[src/rtl/apb_slave_regfile.sv]
// APB completer holding a DEPTH x 32-bit register file with programmable wait states.
// Optional error responses and a read-only ID word are enabled by APB_SLAVE_PSLVERR_EN.
module apb_slave_regfile #(
    parameter int unsigned SLAVE_IDX   = 0,
    parameter logic [31:0] BASE_ADDR   = 32'h8000_0000,
    parameter int unsigned DEPTH       = 16,
    parameter int unsigned WAIT_STATES = 0
) (
    input  logic        Hclk,
    input  logic        Hreset,
    input  logic [2:0]  Pselx,
    input  logic        Penable,
    input  logic        Pwrite,
    input  logic [31:0] Paddr,
    input  logic [31:0] Pwdata,
    output logic [31:0] Prdata,
    output logic        Pready,
    output logic        Pslverr
);

    localparam int unsigned AW   = $clog2(DEPTH);
    localparam logic [1:0]  SI   = SLAVE_IDX[1:0];
    localparam logic [3:0]  WS   = WAIT_STATES[3:0];
    localparam logic [AW-1:0] LAST = AW'(DEPTH - 1);
    localparam logic [31:0] ID_WORD = {16'hA5B0, 8'h00, SLAVE_IDX[7:0]};

    typedef enum logic {
        IDLE,
        ACCESS
    } state_e;

    state_e        state_q;
    logic [3:0]    wcnt_q;
    logic [AW-1:0] idx_q;
    logic          write_q;
    logic [31:0]   wdata_q;
    logic          inr_q;
    logic [31:0]   prdata_q;
    logic [31:0]   mem_q [DEPTH];

    logic          sel;
    logic [AW-1:0] idx;
    logic          in_range;
    logic          ready_raw;
    logic          err_raw;
    logic          wr_ok;
    logic          unused_addr;

    assign sel         = Pselx[SI];
    assign idx         = Paddr[AW+1:2];
    assign in_range    = (Paddr[31:AW+2] == BASE_ADDR[31:AW+2]);
    assign unused_addr = ^Paddr[1:0];

    assign ready_raw = (state_q == ACCESS) && (wcnt_q == WS);

`ifdef APB_SLAVE_PSLVERR_EN
    // The top word is a read-only ID; writing it is an error.
    assign err_raw = ~inr_q | (write_q & (idx_q == LAST));
`else
    assign err_raw = 1'b0;
`endif

    assign wr_ok = ready_raw & sel & Penable & write_q & inr_q & ~err_raw;

    assign Pready  = ready_raw & ~Hreset;
    assign Pslverr = ready_raw & err_raw & ~Hreset;
    assign Prdata  = prdata_q;

    always_ff @(posedge Hclk) begin
        if (Hreset) begin
            state_q  <= IDLE;
            wcnt_q   <= '0;
            idx_q    <= '0;
            write_q  <= 1'b0;
            wdata_q  <= '0;
            inr_q    <= 1'b0;
            prdata_q <= '0;
            for (int i = 0; i < int'(DEPTH); i++) begin
                mem_q[i] <= '0;
            end
`ifdef APB_SLAVE_PSLVERR_EN
            mem_q[LAST] <= ID_WORD;
`endif
        end else begin
            unique case (state_q)
                IDLE: begin
                    if (sel && !Penable) begin
                        idx_q   <= idx;
                        write_q <= Pwrite;
                        wdata_q <= Pwdata;
                        inr_q   <= in_range;
                        wcnt_q  <= '0;
                        state_q <= ACCESS;
                        if (!Pwrite) begin
                            prdata_q <= in_range ? mem_q[idx] : '0;
                        end
                    end
                end
                ACCESS: begin
                    if (!sel) begin
                        state_q <= IDLE;
                    end else if (Penable) begin
                        if (!ready_raw) begin
                            wcnt_q <= wcnt_q + 4'd1;
                        end else begin
                            if (wr_ok) begin
                                mem_q[idx_q] <= wdata_q;
                            end
                            state_q <= IDLE;
                        end
                    end
                end
                default: state_q <= IDLE;
            endcase
        end
    end

endmodule

[config.mk]
export PLATFORM = sky130hd
export DESIGN_NAME = apb_slave_regfile
export DESIGN_NICKNAME = d
export VERILOG_FILES = /design/src/rtl/apb_slave_regfile.sv
export SDC_FILE = /design/constraint.sdc
export NUM_CORES = 1
export LEC_CHECK = 0
export BUFFER_PORTS_ARGS = -buffer_cell sky130_fd_sc_hd__buf_2
export CAP_MARGIN = 10
export CORE_MARGIN = 8
export CORE_UTILIZATION = 40
export CTS_CLUSTER_DIAMETER = 100
export CTS_CLUSTER_SIZE = 25
export DETAILED_ROUTE_END_ITERATION = 8
export PLACE_DENSITY_LB_ADDON = 0.08
export SYNTH_ARGS = -nofsm -noshare
export SYNTH_HDL_FRONTEND = slang
export SYNTH_SLANG_ARGS = --single-unit
[constraint.sdc]
create_clock -name Hclk -period 2.9 [get_ports Hclk]
set_input_delay 0.725 -clock Hclk [delete_from_list [all_inputs] [get_ports Hclk]]
set_output_delay 0.725 -clock Hclk [all_outputs]
set_load 0.02 [all_outputs]
Word level (Yosys, flattened, before mapping)

Memories as Yosys holds them, arrays and structs flattened.
Index checks and enable logic that the tools add are counted.

Add/subtract/negate cells: 1
Bitwise operators: 8
Reductions and logical operators: 8
Muxes and demuxes: 23
Eq/ne operators: 5

Operators with widths:

| cell                                         | count |
|---|---|
| two-way mux 32 bit                           | 2 |
| OR reduction 32 bit                          | 1 |
| equality test 26 bit, second input constant  | 1 |
| two-way mux 4 bit                            | 5 |
| two-way mux 1 bit                            | 14 |
| inequality test 2 bit, second input constant | 4 |
| one-hot mux 4 bit (2 select lines)           | 1 |
| bitwise AND 1 bit                            | 5 |
| adder 4 x 1 -> 4 bit, second input constant  | 1 |
| zero test 4 bit                              | 1 |
| AND reduction 4 bit                          | 1 |
| NOT 1 bit                                    | 3 |
| AND reduction 3 bit                          | 1 |
| logical AND 1 bit                            | 2 |
| one-hot mux 1 bit (2 select lines)           | 1 |
| AND reduction 2 bit                          | 1 |
| zero test 1 bit                              | 1 |

Word-level logic and storage cells: 53
Bits of input ports: 71
RAM bits: 512
Flip-flop bits (word level): 75
Memories: 1

Memories:

| memory | depth | width | rd ports | clocked after memory_dff | write ports | RTL line | text |
|---|---|---|---|---|---|---|---|
| mem_q  | 16    | 32    | 1        | 0                        | 16          | 39       | `logic [31:0] mem_q [DEPTH];` |

Logic depth before layout (Yosys ltp)

Gate-level depths: netlist of the first run.

Depth in word-level cells: 15
Depth in mapped cells: 9

Worst setup path after synthesis of the first run

OpenSTA, ideal clock, no wires.

Path kind: register to register
From: register wcnt_q[0]
To: memory mem_q[12][0] (enable)
Data arrival time: 2531 ps
Library setup time: 375 ps
Setup slack: -5 ps
Buffers on the path: 2
Cell stages (with the launch flop): 9
Cells stage by stage: dfxtp_1 -> inv_1 -> ha_1 -> or3b_4 -> or4b_4 -> buf_6 -> buf_12 -> nor3_4 -> or2_2

RTL lines:

| what                   | RTL line | text |
|---|---|---|
| from (decl)            | 33       | `logic [3:0] wcnt_q;` |
| from (signal assigned) | 104      | `wcnt_q <= wcnt_q + 4'd1;` |
| to (decl)              | 39       |  |

==> impl_table.tex, run 1 <==
\begin{tabular}{lr}
\hline
Metric & Value \\
\hline
\multicolumn{2}{l}{\textbf{Worst setup path}} \\
\quad Worst setup startpoint & wcnt\_q[0] \\
\quad Worst path max stage delay & between 0.5 and 0.6 ns \\
\quad Buffers \& Inverters on Critical Path & 3 \\
\quad Cell depth of the worst flop-to-flop path & 8 \\
\quad Max stage delay cell, worst path & or4b\_4 \\
\quad Critical R2R Launch & wcnt\_q[0] \\
\quad Critical path startpoint category & register \\
\quad Crit path capture type & register \\
\quad Largest driver fanout on the critical path & 32 \\
\quad Arrival time of the worst setup path & 3.21 ns \\
\quad Reg-to-reg setup timing slack & 0.17 ns \\
\quad Start-to-end type of the worst setup path & reg2reg \\
\quad Worst reg2reg endpoint & mem\_q[4][27] \\
\quad Cells along the critical path & inv\_1 > ha\_1 > or3b\_4 > or4b\_4 > buf\_12 > nor4\_4 > buf\_4 > and2\_1 \\
\quad Data required time at the worst endpoint & 3.38 ns \\
\quad Category of cells accounting for the largest share of critical-path delay & simple AND/OR/NAND/NOR gates \\
\multicolumn{2}{l}{\textbf{Route}} \\
\quad Drt first-iter violations & around 1100 \\
\quad Vias post-DR & 14900 \\
\quad DRC Markers & 0 \\
\quad Max Used Layer & met4 \\
\quad Number of routed nets with antenna violations & 0 \\
\quad Wire length per cell & 25.1 um \\
\quad Met2 layer wire length in the routed design & 33200 um \\
\quad Met3 wire length & 3630 um \\
\quad Routed met1 length & 32500 um \\
\quad Via density & $\sim$5.3 \\
\quad Wire length after detailed routing & 70900 um \\
\quad Detailed Routing Iterations Pass 1 & 5 \\
\multicolumn{2}{l}{\textbf{STA}} \\
\quad Crit share post-route & between 90\% and 100\% \\
\quad Post-Route Skew & between 0.03 and 0.04 ns \\
\quad Count of endpoints failing setup in the final report & 0 \\
\quad Slew at the pin closest to its max-slew limit & 1.05 ns \\
\quad Final min period & 2.73 ns \\
\quad RSZ-0062 raised after global routing & no \\
\quad Final Slew Violations & 0 \\
\quad Relative slew margins & 30.0\% \\
\quad Final setup TNS & 0 ns \\
\quad Upper clock frequency limit & 366 MHz \\
\quad Fin. Hold Viols & 0 \\
\multicolumn{2}{l}{\textbf{CTS}} \\
\quad Clock-pin slew reported for the worst setup and hold paths after clock tree synthesis & 0.10 ns \\
\quad Hold-fix buffer count after cts & 0 \\
\quad Total CTS buffers & 28 \\
\quad Clock tree from TritonCTS & built \\
\quad Clk sinks & 587 \\
\quad Clock tree root buffer cell & clkbuf\_16 \\
\quad CTS H-tree depth & 1 \\
\quad Worst-Skew Late Latency & 0.63 ns \\
\quad Count of buffers added by post-CTS timing repair for setup & 0 \\
\quad Worst-case clock buffer depth & 3 \\
\quad Gates resized, CTS repair & 0 \\
\multicolumn{2}{l}{\textbf{Final layout}} \\
\quad Share of final-layout standard cells stronger than drive strength 1 & 19.2\% \\
\quad Layout Utilization & 44.9\% \\
\quad Final-layout fill cell count & about 6000 \\
\quad Final instance area & between 20000 and 30000 um2 \\
\quad Growth of design area from synthesis to finish & 11.8\% \\
\quad Number of nets in the finished design & just over 2000 \\
\multicolumn{2}{l}{\textbf{Power}} \\
\quad Sw power & about 3600 uW \\
\quad Worst ir drop on vdd & 0.000322 V \\
\quad Switching power as a share of total power & a little under a quarter \\
\quad Combinational power share & 7.7\% \\
\quad Cell leakage power & 0.0111 uW \\
\quad Pwr dens & 527 nW/um2 \\
\quad Final total power & 15500 uW \\
\quad Sequential power share & between 60\% and 70\% \\
\quad Fraction of power consumed by the clock network & between 30 and 40\% \\
\quad Internal cell power & roughly 12000 uW \\
\multicolumn{2}{l}{\textbf{Floorplanning}} \\
\quad Die Outline Area & 74200 um2 \\
\quad Initial Util & 40.2\% \\
\quad Cell row count & 94 \\
\quad Number of top-level pins & 105 \\
\quad Horiz. Die Dim & 272 um \\
\quad Chip height & 272 um \\
\quad Core region area & about 65000 um2 \\
\multicolumn{2}{l}{\textbf{Synthesis}} \\
\quad Number of synthesized register bits & 587 \\
\quad Largest cells by area after synthesis & edfxtp\_1, and2\_1, dfxtp\_1, mux4\_2, mux2i\_1 \\
\quad Per-instance average area after synthesis & 14.1 um2 \\
\quad Number of enable-type register cells in the synthesized netlist & 512 \\
\quad Leading area contributor after synthesis & edfxtp\_1 \\
\quad Portion of synthesized cell area occupied by the leading cell type & 58.5\% \\
\quad Fraction of the yosys area taken by sequential cells & 64.2\% \\
\quad Total nets after synthesis & 1940 \\
\quad Yosys Warn Count & 0 \\
\quad Dominant register cell in the synthesized netlist & edfxtp\_1 \\
\quad Proportion of register bits with asynchronous set or reset after synthesis & 0\% \\
\quad Synthesized instance count & 1867 \\
\quad Number of distinct library cell variants in the gate-level netlist after synthesis & 47 \\
\quad Cell area after synthesis & 26300 um2 \\
\multicolumn{2}{l}{\textbf{Placed design}} \\
\quad GP Congestion & 0.766 \\
\quad Detailed placement HPWL & 44000 um \\
\quad Dpl cell area & roughly 29000 um2 \\
\quad Count of input and output buffers & 99 \\
\multicolumn{2}{l}{\textbf{Hold path}} \\
\quad Hold path startpoint & Pwdata[10] \\
\quad Hold endpoint & wdata\_q[10] \\
\quad Worst min-delay path class & in2reg \\
\quad Worst hold path cell count & 3 \\
\multicolumn{2}{l}{\textbf{Run status}} \\
\quad Outcome & finished, final reports clean \\
\multicolumn{2}{l}{\textbf{GRT}} \\
\quad First-pass GRT wire length & $\sim$100000 um \\
\quad Aggregate global-route resource usage & approximately a fifth \\
\quad Vias in the first global route & about 15000 \\
\quad Maximum number of pins on one net before global-route repair & 72 \\
\quad Remaining global-route overflow & 0 \\
\quad Antenna violations before repair & 1 \\
\multicolumn{2}{l}{\textbf{Run}} \\
\quad Number of violations of the max-capacitance limit & 0 \\
\hline
\end{tabular}
[tightest hold or removal path, cell delays in order]
cell and delay [ns]:
buf_2 0.10, nand2_1 0.04, a21oi_1 0.05
[per-layer routing]
layer	up-vias	GRT usage, %
li1	6852	-
met1	7591	26.4
met2	354	30.8
met3	85	2.25
met4	0	4.43
met5	-	0
[sequential cells by signal (all words and copies together) (netlist names)]
signal / flops
wdata_q: 32
Prdata: 32
state_q: 1
mem_q: 512
write_q: 1
inr_q: 1
idx_q: 4
wcnt_q: 4
[cell type report]
| cell class | instances | area, um2 | share of cell area [%] |
|---|---|---|---|
| clock buffer | 45 | 785 | 2.67 |
| sequential | 587 | 16900 | 57.4 |
| timing repair buffer | 203 | 1830 | 6.22 |
| antenna | 2 | 5.00 | 0.0170 |
| clock inverter | 6 | 87.6 | 0.298 |
| inverter | 4 | 15.0 | 0.0511 |
| multi-input combinational | 1118 | 8710 | 29.6 |
| tap | 864 | 1080 | 3.68 |
[cells in the mapped netlist (2+ instances only)]
master,n
edfxtp_1,512
nor3_2,2
buf_6,13
nor2_1,33
buf_2,32
a21oi_1,39
mux4_2,65
clkbuf_1,105
nor3_4,10
o21ai_0,2
clkbuf_2,3
mux2_2,31
and2_1,513
nand2_1,109
or2_2,17
dfxtp_1,75
mux2i_1,129
nand2b_1,6
a22oi_1,62
buf_1,3
nor3b_1,3
nor2b_1,2
nor4_4,4
or3_1,2
ha_1,2
a21boi_0,32
o31ai_1,31
inv_1,4
nor4_1,6
nand4_1,3
[power by group through the flow]
stage | Combinational, uW | Clock, uW | Sequential [uW]
after floorplan | 688 | 0 | 9660
final | 1190 | 4720 | 9570
after detailed placement | 1210 | 0 | 9760
after global routing | 1270 | 5130 | 9600
after global placement | 1200 | 0 | 9750
after CTS | 1210 | 4860 | 9570
[worst max-delay path by stage]
stage | to | slack, ns | depth (start not counted)
4_1_cts | Pready | 0.13 | 5
3_5_place_dp | mem_q[4][5] | 0.17 | 8
3_3_place_gp | mem_q[4][13] | 0.18 | 8
6_report | mem_q[4][27] | 0.17 | 8
2_1_floorplan | mem_q[10][0] | 0.1 | 8
5_1_grt | mem_q[4][23] | 0.04 | 8
[kinds of logic after synthesis]
kind of cell	synth area share (%)
compound gates	4.50
xor+xnor	0.0333
fa+ha+maj	0.0952
buf+inv	2.93
flops	64.2
mux	11.8
other cells	0.0143
simple gates	16.4
[placed cells by master (no fill, tap or decap), types with 2 or more instances in the layout]
master     instances
mux2_2            31
nor3b_1            2
diode_2            2
clkinv_4           2
buf_12            43
clkbuf_8           2
or2_4              4
o21ai_0            2
or2_2             13
mux4_2            65
o31ai_1           31
buf_2             97
dfxtp_1           75
clkinv_8           2
a22oi_1           62
edfxtp_1         512
a21boi_0          32
or3_1              2
nor4_4             4
ha_1               2
nor2b_4            2
nand2_1          109
buf_4             62
nor2_1            32
mux2i_1          129
nor4_1             6
clkbuf_1          15
nand4_1            3
nand2b_1           6
and2_1           514
inv_1              4
nor3_4            12
a21oi_1           38
clkbuf_16         28
[through the flow]
| step | hold slack, ns | worst slack, ns | instances |
|---|---|---|---|
| detailed placement | 0.441 | 0.172 | 2776 |
| global placement | 0.436 | 0.176 | 2776 |
| CTS | 0.292 | 0.127 | 2827 |
| global route | 0.318 | 0.0442 | 2827 |
| floorplan | 0.425 | 0.0953 | 1867 |
| finish | 0.330 | 0.171 | 2829 |
Note: power is estimated with default switching activity, not from simulation.
==> inputs of run 2 (changes only) <==
==> constraint.sdc (replaced) <==
create_clock -name Hclk -period 2.9 [get_ports Hclk]
set_input_delay 0.87 -clock Hclk [delete_from_list [all_inputs] [get_ports Hclk]]
set_output_delay 0.87 -clock Hclk [all_outputs]
set_load 0.02 [all_outputs]
==> run 2 against run 1 <==
Combinational power grew 3%. Routed wire length grew 0.78%. First-iteration DRC count grew 14%. Largest power group unchanged. Highest routed layer unchanged.
==> impl_table.tex, run 2 (synthesis results as in run 1) <==
\begin{tabular}{lr}
\hline
Metric & Value \\
\hline
\multicolumn{2}{l}{\textbf{Final layout}} \\
\quad Layout Utilization & 45.6\% (+0.65 points) \\
\quad Final instance area & 29800 um2 (+1.4\%) \\
\quad Number of inserted diodes & 0 (-2) \\
\quad Reg with most FFs & mem\_q \\
\quad Final-layout fill cell count & 5873 (+0.24\%) \\
\quad Number of nets in the finished design & 2050 (+1.7\%) \\
\quad Share of final-layout standard cells stronger than drive strength 1 & 20.8\% (+1.6 points) \\
\quad Number of flip-flops in the largest register & 512 (unchanged) \\
\quad Most frequent cells in the layout & and2\_1, edfxtp\_1, mux2i\_1, nand2\_1, buf\_2 \\
\quad Growth of design area from synthesis to finish & 13.4\% \\
\quad Most frequent standard cell in the layout excluding fill and tap cells & and2\_1 \\
\multicolumn{2}{l}{\textbf{Power}} \\
\quad Final total power & 15500 uW (+0.42\%) \\
\quad Fraction of power consumed by the clock network & 30.5\% (about the same) \\
\quad Combinational power share & 7.9\% (+0.2 points) \\
\quad Pwr dens & 521 nW/um2 (-1.0\%) \\
\quad Internal cell power & 11900 uW (+0.33\%) \\
\quad Sw power & 3620 uW (+0.73\%) \\
\quad Cell leakage power & 0.0113 uW (+2.1\%) \\
\quad Worst ir drop on vdd & 0.000332 V (+3.3\%) \\
\quad Sequential power share & 61.6\% (-0.2 points) \\
\quad Switching power as a share of total power & 23.3\% (+0.071 points) \\
\multicolumn{2}{l}{\textbf{Placed design}} \\
\quad Detailed placement HPWL & 45800 um (+4.2\%) \\
\quad Count of input and output buffers & 99 (unchanged) \\
\quad GP Congestion & 0.766 (about the same) \\
\quad Dpl cell area & 28900 um2 (+1.4\%) \\
\quad Setup slack after placement & 0.0349 ns (-0.138 ns) \\
\multicolumn{2}{l}{\textbf{Worst setup path}} \\
\quad Reg-to-reg setup timing slack & 0.15 ns (-0.02 ns) \\
\quad Arrival time of the worst setup path & 1.97 ns (-1.24 ns) \\
\quad Crit path capture type & primary output \\
\quad Critical R2R Launch & wcnt\_q[0] \\
\quad Worst reg2reg endpoint & mem\_q[4][3] \\
\quad Critical path startpoint category & register \\
\quad Cell depth of the worst flop-to-flop path & 8 (unchanged) \\
\quad Largest driver fanout on the critical path & 4 (-88\%) \\
\quad Start-to-end type of the worst setup path & reg2out \\
\quad Data required time at the worst endpoint & 2.03 ns (-1.35 ns) \\
\multicolumn{2}{l}{\textbf{STA}} \\
\quad Fin. Hold Viols & 0 (unchanged) \\
\quad Upper clock frequency limit & 352 MHz (-4.0\%) \\
\quad Count of endpoints failing setup in the final report & 0 (unchanged) \\
\quad Final min period & 2.84 ns (+0.113 ns) \\
\quad Post-Route Skew & 0.0193 ns (-0.0114 ns) \\
\quad Relative slew margins & 24.9\% (-5.1 points) \\
\quad Slew at the pin closest to its max-slew limit & 1.13 ns (+0.0770 ns) \\
\quad Final Slew Violations & 0 (unchanged) \\
\quad Crit share post-route & 98.0\% (+3.9 points) \\
\quad Final WS setup & 0.0579 ns (-0.113 ns) \\
\multicolumn{2}{l}{\textbf{Route}} \\
\quad Wire length after detailed routing & 71500 um (+0.78\%) \\
\quad Via density & 5.28 (+0.28\%) \\
\quad Vias post-DR & 15100 (+1.5\%) \\
\quad Wire length per cell & 25.0 um (-0.42\%) \\
\quad Drt first-iter violations & 1302 (+14\%) \\
\quad Number of routed nets with antenna violations & 0 (unchanged) \\
\quad DRC Markers & 0 (unchanged) \\
\quad Detailed Routing Iterations Pass 1 & 5 (unchanged) \\
\multicolumn{2}{l}{\textbf{CTS}} \\
\quad Clock tree from TritonCTS & built \\
\quad Worst-Skew Late Latency & 0.61 ns (-0.02 ns) \\
\quad Clock-pin slew reported for the worst setup and hold paths after clock tree synthesis & 0.10 ns (about the same) \\
\quad Total CTS buffers & 28 (unchanged) \\
\quad Worst-case clock buffer depth & 3 (unchanged) \\
\quad CTS H-tree depth & 1 (unchanged) \\
\quad Clock tree root buffer cell & clkbuf\_16 \\
\quad Clk sinks & 587 (unchanged) \\
\multicolumn{2}{l}{\textbf{Hold path}} \\
\quad Worst hold path cell count & 2 (-1) \\
\quad Worst min-delay path class & reg2reg \\
\quad Hold endpoint & Prdata[23] \\
\quad Hold path startpoint & Prdata[23] \\
\multicolumn{2}{l}{\textbf{GRT}} \\
\quad Antenna violations before repair & 3 (+2) \\
\quad Maximum number of pins on one net before global-route repair & 60 (-17\%) \\
\quad Remaining global-route overflow & 0 (unchanged) \\
\quad Aggregate global-route resource usage & 18.9\% (+0.14 points) \\
\quad Vias in the first global route & 15400 (+1.5\%) \\
\quad First-pass GRT wire length & 105000 um (+1.4\%) \\
\multicolumn{2}{l}{\textbf{Floorplanning}} \\
\quad Die Outline Area & 74200 um2 (unchanged) \\
\quad Initial Util & 40.2\% (unchanged) \\
\quad Cell row count & 94 (unchanged) \\
\quad Core region area & 65400 um2 (unchanged) \\
\quad Chip height & 272 um (unchanged) \\
\quad Horiz. Die Dim & 272 um (unchanged) \\
\quad Number of top-level pins & 105 (unchanged) \\
\multicolumn{2}{l}{\textbf{Run status}} \\
\quad Outcome & finished, final reports clean \\
\multicolumn{2}{l}{\textbf{Run}} \\
\quad Number of violations of the max-capacitance limit & 0 (unchanged) \\
\hline
\end{tabular}
[run 2: changes by cell type in the layout (fill, tap and decap cells not counted), moves of 2 or more]
cell,before,now
clkbuf_16,28,30
diode_2,2,0
clkinv_4,2,0
buf_12,43,56
clkinv_8,2,0
dfxtp_1,75,73
inv_8,0,2
dfxtp_2,0,2
buf_4,62,85
clkbuf_1,15,17
[run 2: through the flow]
stage | hold WS, ns | instances | setup TNS [ns]
finish | 0.460 | 2863 | 0
global placement | 0.436 | 2808 | 0
global route | 0.458 | 2863 | -0.0161
floorplan | 0.425 | 1867 | 0
detailed placement | 0.440 | 2808 | 0
CTS | 0.453 | 2860 | 0
[run 2: routing by layer]
layer  global-route usage, %  up-vias  wire length [um]
li1                        -     6925                 -
met1                    26.4     7862             32800
met2                    32.6      266             35200
met3                    1.51       50              2630
met4                    3.01        0               856
met5                       0        -                 0
[run 2: area by class of cell]
cell class,count,area (um2),share of cell area (%)
Clock buffer,48,828,2.78
Clock inverter,4,37.5,0.126
Inverter,4,15.0,0.0504
Multi-Input combinational cell,1118,8720,29.2
Sequential cell,587,16900,56.6
Tap cell,864,1080,3.63
Timing Repair Buffer,238,2250,7.56
[run 2: what timing repair did]
item	CTS	global route
hold buffers	0	0
pin swaps	0	1
buffers inserted	0	3
resized for setup	2	3
setup endpoints to repair	1	2
[run 2: how the worst max path moves through the flow]
stage                     cells after the start           end  slack [ns]      start
final                                         5        Pready        0.06  wcnt_q[0]
after global routing                          5        Pready       -0.02  wcnt_q[0]
after CTS                                     5        Pready        0.02  wcnt_q[0]
after detailed placement                      7   mem_q[4][1]        0.03    Penable
after global placement                        7   mem_q[4][1]        0.05    Penable
after floorplan                               6  mem_q[10][0]        0.07    Penable
[run 2: power groups by stage]
stage | Clock (uW) | Combinational, uW | Sequential, uW
CTS | 4850 | 1240 | 9570
finish | 4750 | 1230 | 9570
global route | 5140 | 1310 | 9610
detailed placement | 0 | 1240 | 9770
global placement | 0 | 1240 | 9750
floorplan | 0 | 688 | 9660
[run 2: critical path, cell delays in order, from the launching register on]
cell and delay, ns:
dfxtp_2 0.35, inv_2 0.06, ha_1 0.13, or3b_4 0.41
nor3b_2 0.23, buf_4 0.18
==> inputs of run 3 (changes only) <==
Settings changed: BUFFER_PORTS_ARGS -buffer_cell sky130_fd_sc_hd__buf_2 to default, DONT_BUFFER_PORTS from default to 1, RECOVER_POWER from default to 100.
==> run 3 against run 2 <==
Clock skew down 0.0065 ns. Sequential power about the same. Register-to-register slack worse by 0.06 ns. Largest cell class unchanged. Critical endpoint is now mem_q[12][30]. Critical path type is now reg2reg. Combinational power down 30%. Count of clock-buffer cells in the layout down 4. Worst setup slack better by 0.037 ns. Global-route usage down 0.54 points. Die area unchanged.
==> impl_table.tex, run 3 (synthesis results as in run 1) <==
\begin{tabular}{lr}
\hline
Metric & Value \\
\hline
\multicolumn{2}{l}{\textbf{STA}} \\
\quad RSZ-0062 raised after global routing & no \\
\quad Final Slew Violations & 0 (unchanged) \\
\quad Final setup TNS & 0 ns (unchanged) \\
\quad Relative slew margins & 26.5\% (+1.6 points) \\
\quad Fin. Hold Viols & 0 (unchanged) \\
\quad Count of endpoints failing setup in the final report & 0 (unchanged) \\
\quad Final min period & 2.81 ns (-0.0368 ns) \\
\quad Crit share post-route & 96.7\% (-1.3 points) \\
\quad Post-Route Skew & 0.0128 ns (-0.00648 ns) \\
\quad Upper clock frequency limit & 356 MHz (+1.3\%) \\
\quad Slew at the pin closest to its max-slew limit & 1.10 ns (-0.0244 ns) \\
\quad Final WS setup & 0.0946 ns (+0.0368 ns) \\
\multicolumn{2}{l}{\textbf{GRT}} \\
\quad Met3 GRT Util & 2.28\% (+0.77 points) \\
\quad Fraction of met1 tracks used by global routing & 26.3\% (about the same) \\
\quad Antenna violations before repair & 2 (-1) \\
\quad Vias in the first global route & 14500 (-5.8\%) \\
\quad Global-route met2 utilization & 30.2\% (-2.4 points) \\
\quad First-pass GRT wire length & 101000 um (-3.5\%) \\
\quad Most heavily used metal layer in global routing & met2 \\
\quad Maximum number of pins on one net before global-route repair & 191 (+220\%) \\
\quad Remaining global-route overflow & 0 (unchanged) \\
\quad Aggregate global-route resource usage & 18.3\% (-0.54 points) \\
\multicolumn{2}{l}{\textbf{Floorplanning}} \\
\quad Horiz. Die Dim & 272 um (unchanged) \\
\quad Die Outline Area & 74200 um2 (unchanged) \\
\quad Chip height & 272 um (unchanged) \\
\quad Initial Util & 40.2\% (unchanged) \\
\quad Number of top-level pins & 105 (unchanged) \\
\quad Cell row count & 94 (unchanged) \\
\quad Core region area & 65400 um2 (unchanged) \\
\multicolumn{2}{l}{\textbf{Worst setup path}} \\
\quad Worst reg2reg endpoint & mem\_q[12][30] \\
\quad Critical path startpoint category & register \\
\quad Cell depth of the worst flop-to-flop path & 8 (unchanged) \\
\quad Start-to-end type of the worst setup path & reg2reg \\
\quad Arrival time of the worst setup path & 3.13 ns (+1.16 ns) \\
\quad Crit path capture type & register \\
\quad Data required time at the worst endpoint & 3.22 ns (+1.19 ns) \\
\quad Largest driver fanout on the critical path & 21 (+17) \\
\quad Critical R2R Launch & wcnt\_q[0] \\
\quad Reg-to-reg setup timing slack & 0.09 ns (-0.06 ns) \\
\multicolumn{2}{l}{\textbf{CTS}} \\
\quad Gates resized, CTS repair & 0 (-2) \\
\quad Clock tree from TritonCTS & built \\
\quad Clock-pin slew reported for the worst setup and hold paths after clock tree synthesis & 0.10 ns (about the same) \\
\quad Worst-case clock buffer depth & 3 (unchanged) \\
\quad Count of buffers added by post-CTS timing repair for setup & 0 (unchanged) \\
\quad Clk sinks & 587 (unchanged) \\
\quad CTS H-tree depth & 1 (unchanged) \\
\quad Worst-Skew Late Latency & 0.62 ns (about the same) \\
\quad Hold-fix buffer count after cts & 0 (unchanged) \\
\quad Total CTS buffers & 29 (+3.6\%) \\
\quad Clock tree root buffer cell & clkbuf\_16 \\
\multicolumn{2}{l}{\textbf{Power}} \\
\quad Pwr dens & 541 nW/um2 (+3.7\%) \\
\quad Cell leakage power & 0.0101 uW (-11\%) \\
\quad Worst ir drop on vdd & 0.000299 V (-10\%) \\
\multicolumn{2}{l}{\textbf{Final layout}} \\
\quad Number of flip-flops in the largest register & 512 (unchanged) \\
\quad Most frequent standard cell in the layout excluding fill and tap cells & edfxtp\_1 \\
\quad Reg with most FFs & mem\_q \\
\quad Final instance area & 28100 um2 (-5.6\%) \\
\quad Layout Utilization & 43.0\% (-2.6 points) \\
\quad Growth of design area from synthesis to finish & 6.97\% \\
\quad Most frequent cells in the layout & edfxtp\_1, and2\_1, mux2i\_1, and2\_0, nand2\_1 \\
\quad Share of final-layout standard cells stronger than drive strength 1 & 13.3\% (-7.4 points) \\
\quad Number of nets in the finished design & 1882 (-8.2\%) \\
\quad Final-layout fill cell count & 5978 (+1.8\%) \\
\multicolumn{2}{l}{\textbf{Route}} \\
\quad Number of routed nets with antenna violations & 0 (unchanged) \\
\quad DRC Markers & 0 (unchanged) \\
\quad Drt first-iter violations & 1291 (-0.84\%) \\
\quad Wire length after detailed routing & 69500 um (-2.7\%) \\
\quad Detailed Routing Iterations Pass 1 & 6 (+1) \\
\quad Via density & 5.33 (+0.94\%) \\
\quad Vias post-DR & 14400 (-4.9\%) \\
\quad Wire length per cell & 25.8 um (+3.2\%) \\
\multicolumn{2}{l}{\textbf{Hold path}} \\
\quad Hold endpoint & wcnt\_q[1] \\
\quad Hold path startpoint & Hreset \\
\quad Worst hold path cell count & 1 (-1) \\
\quad Worst min-delay path class & in2reg \\
\multicolumn{2}{l}{\textbf{Placed design}} \\
\quad GP Congestion & 0.754 (-1.5\%) \\
\quad Count of input and output buffers & 0 (-100\%) \\
\quad Dpl cell area & 27600 um2 (-4.5\%) \\
\quad Setup slack after placement & 0.149 ns (+0.114 ns) \\
\quad Detailed placement HPWL & 40700 um (-11\%) \\
\multicolumn{2}{l}{\textbf{Run status}} \\
\quad Outcome & finished, final reports clean \\
\multicolumn{2}{l}{\textbf{Run}} \\
\quad Number of violations of the max-capacitance limit & 0 (unchanged) \\
\hline
\end{tabular}
-- run 3: power breakdown --
| group | switching (uW) | internal, uW | leakage, uW |
|---|---|---|---|
| logic | 483 | 377 | 0.00375 |
| registers | 177 | 9390 | 0.00591 |
| clock network | 2780 | 2000 | 0.000430 |
-- run 3: metal layers --
metal | vias up | routed length (um) | share of wire (%)
met5 | - | 0 | 0
met4 | 0 | 909 | 1.3
met3 | 52 | 3160 | 4.5
met2 | 277 | 33300 | 48
met1 | 7455 | 32200 | 46
li1 | 6583 | - | -
-- run 3: critical path, cell delays in order (launching register included) --
cell	delay (ns)
dfxtp_1	0.34
inv_1	0.09
ha_1	0.14
or3b_4	0.40
or4b_4	0.54
buf_12	0.18
nor3_4	0.24
or2_0	0.31
buf_12	0.23
-- run 3: area by class of cell --
class	count	area [um2]	share of cell area (%)
Timing Repair Buffer	69	604	2.15
Inverter	4	15.0	0.0534
Clock buffer	44	812	2.89
Tap cell	864	1080	3.84
Antenna cell	2	5.00	0.0178
Multi-Input combinational cell	1118	8650	30.8
Sequential cell	587	16900	60.0
Clock inverter	10	83.8	0.298
-- run 3: per-stage QoR --
stage | hold WS [ns] | power (uW) | std cells
2_1_floorplan | 0.425 | 10300 | 1867
3_3_place_gp | 0.451 | 10700 | 2642
3_5_place_dp | 0.454 | 10700 | 2642
4_1_cts | 0.280 | 15400 | 2696
5_1_grt | 0.284 | 15700 | 2696
6_report | 0.323 | 15200 | 2698
-- run 3: worst max-delay path by stage --
stage	slack, ns	startpoint	cells past startpoint	to
2_1_floorplan	0.07	Penable	6	mem_q[10][0]
3_3_place_gp	0.16	wcnt_q[0]	8	mem_q[4][12]
3_5_place_dp	0.15	wcnt_q[0]	8	mem_q[4][13]
4_1_cts	0.009	wcnt_q[0]	5	Pready
5_1_grt	0.003	wcnt_q[0]	8	mem_q[6][9]
6_report	0.09	wcnt_q[0]	8	mem_q[12][30]
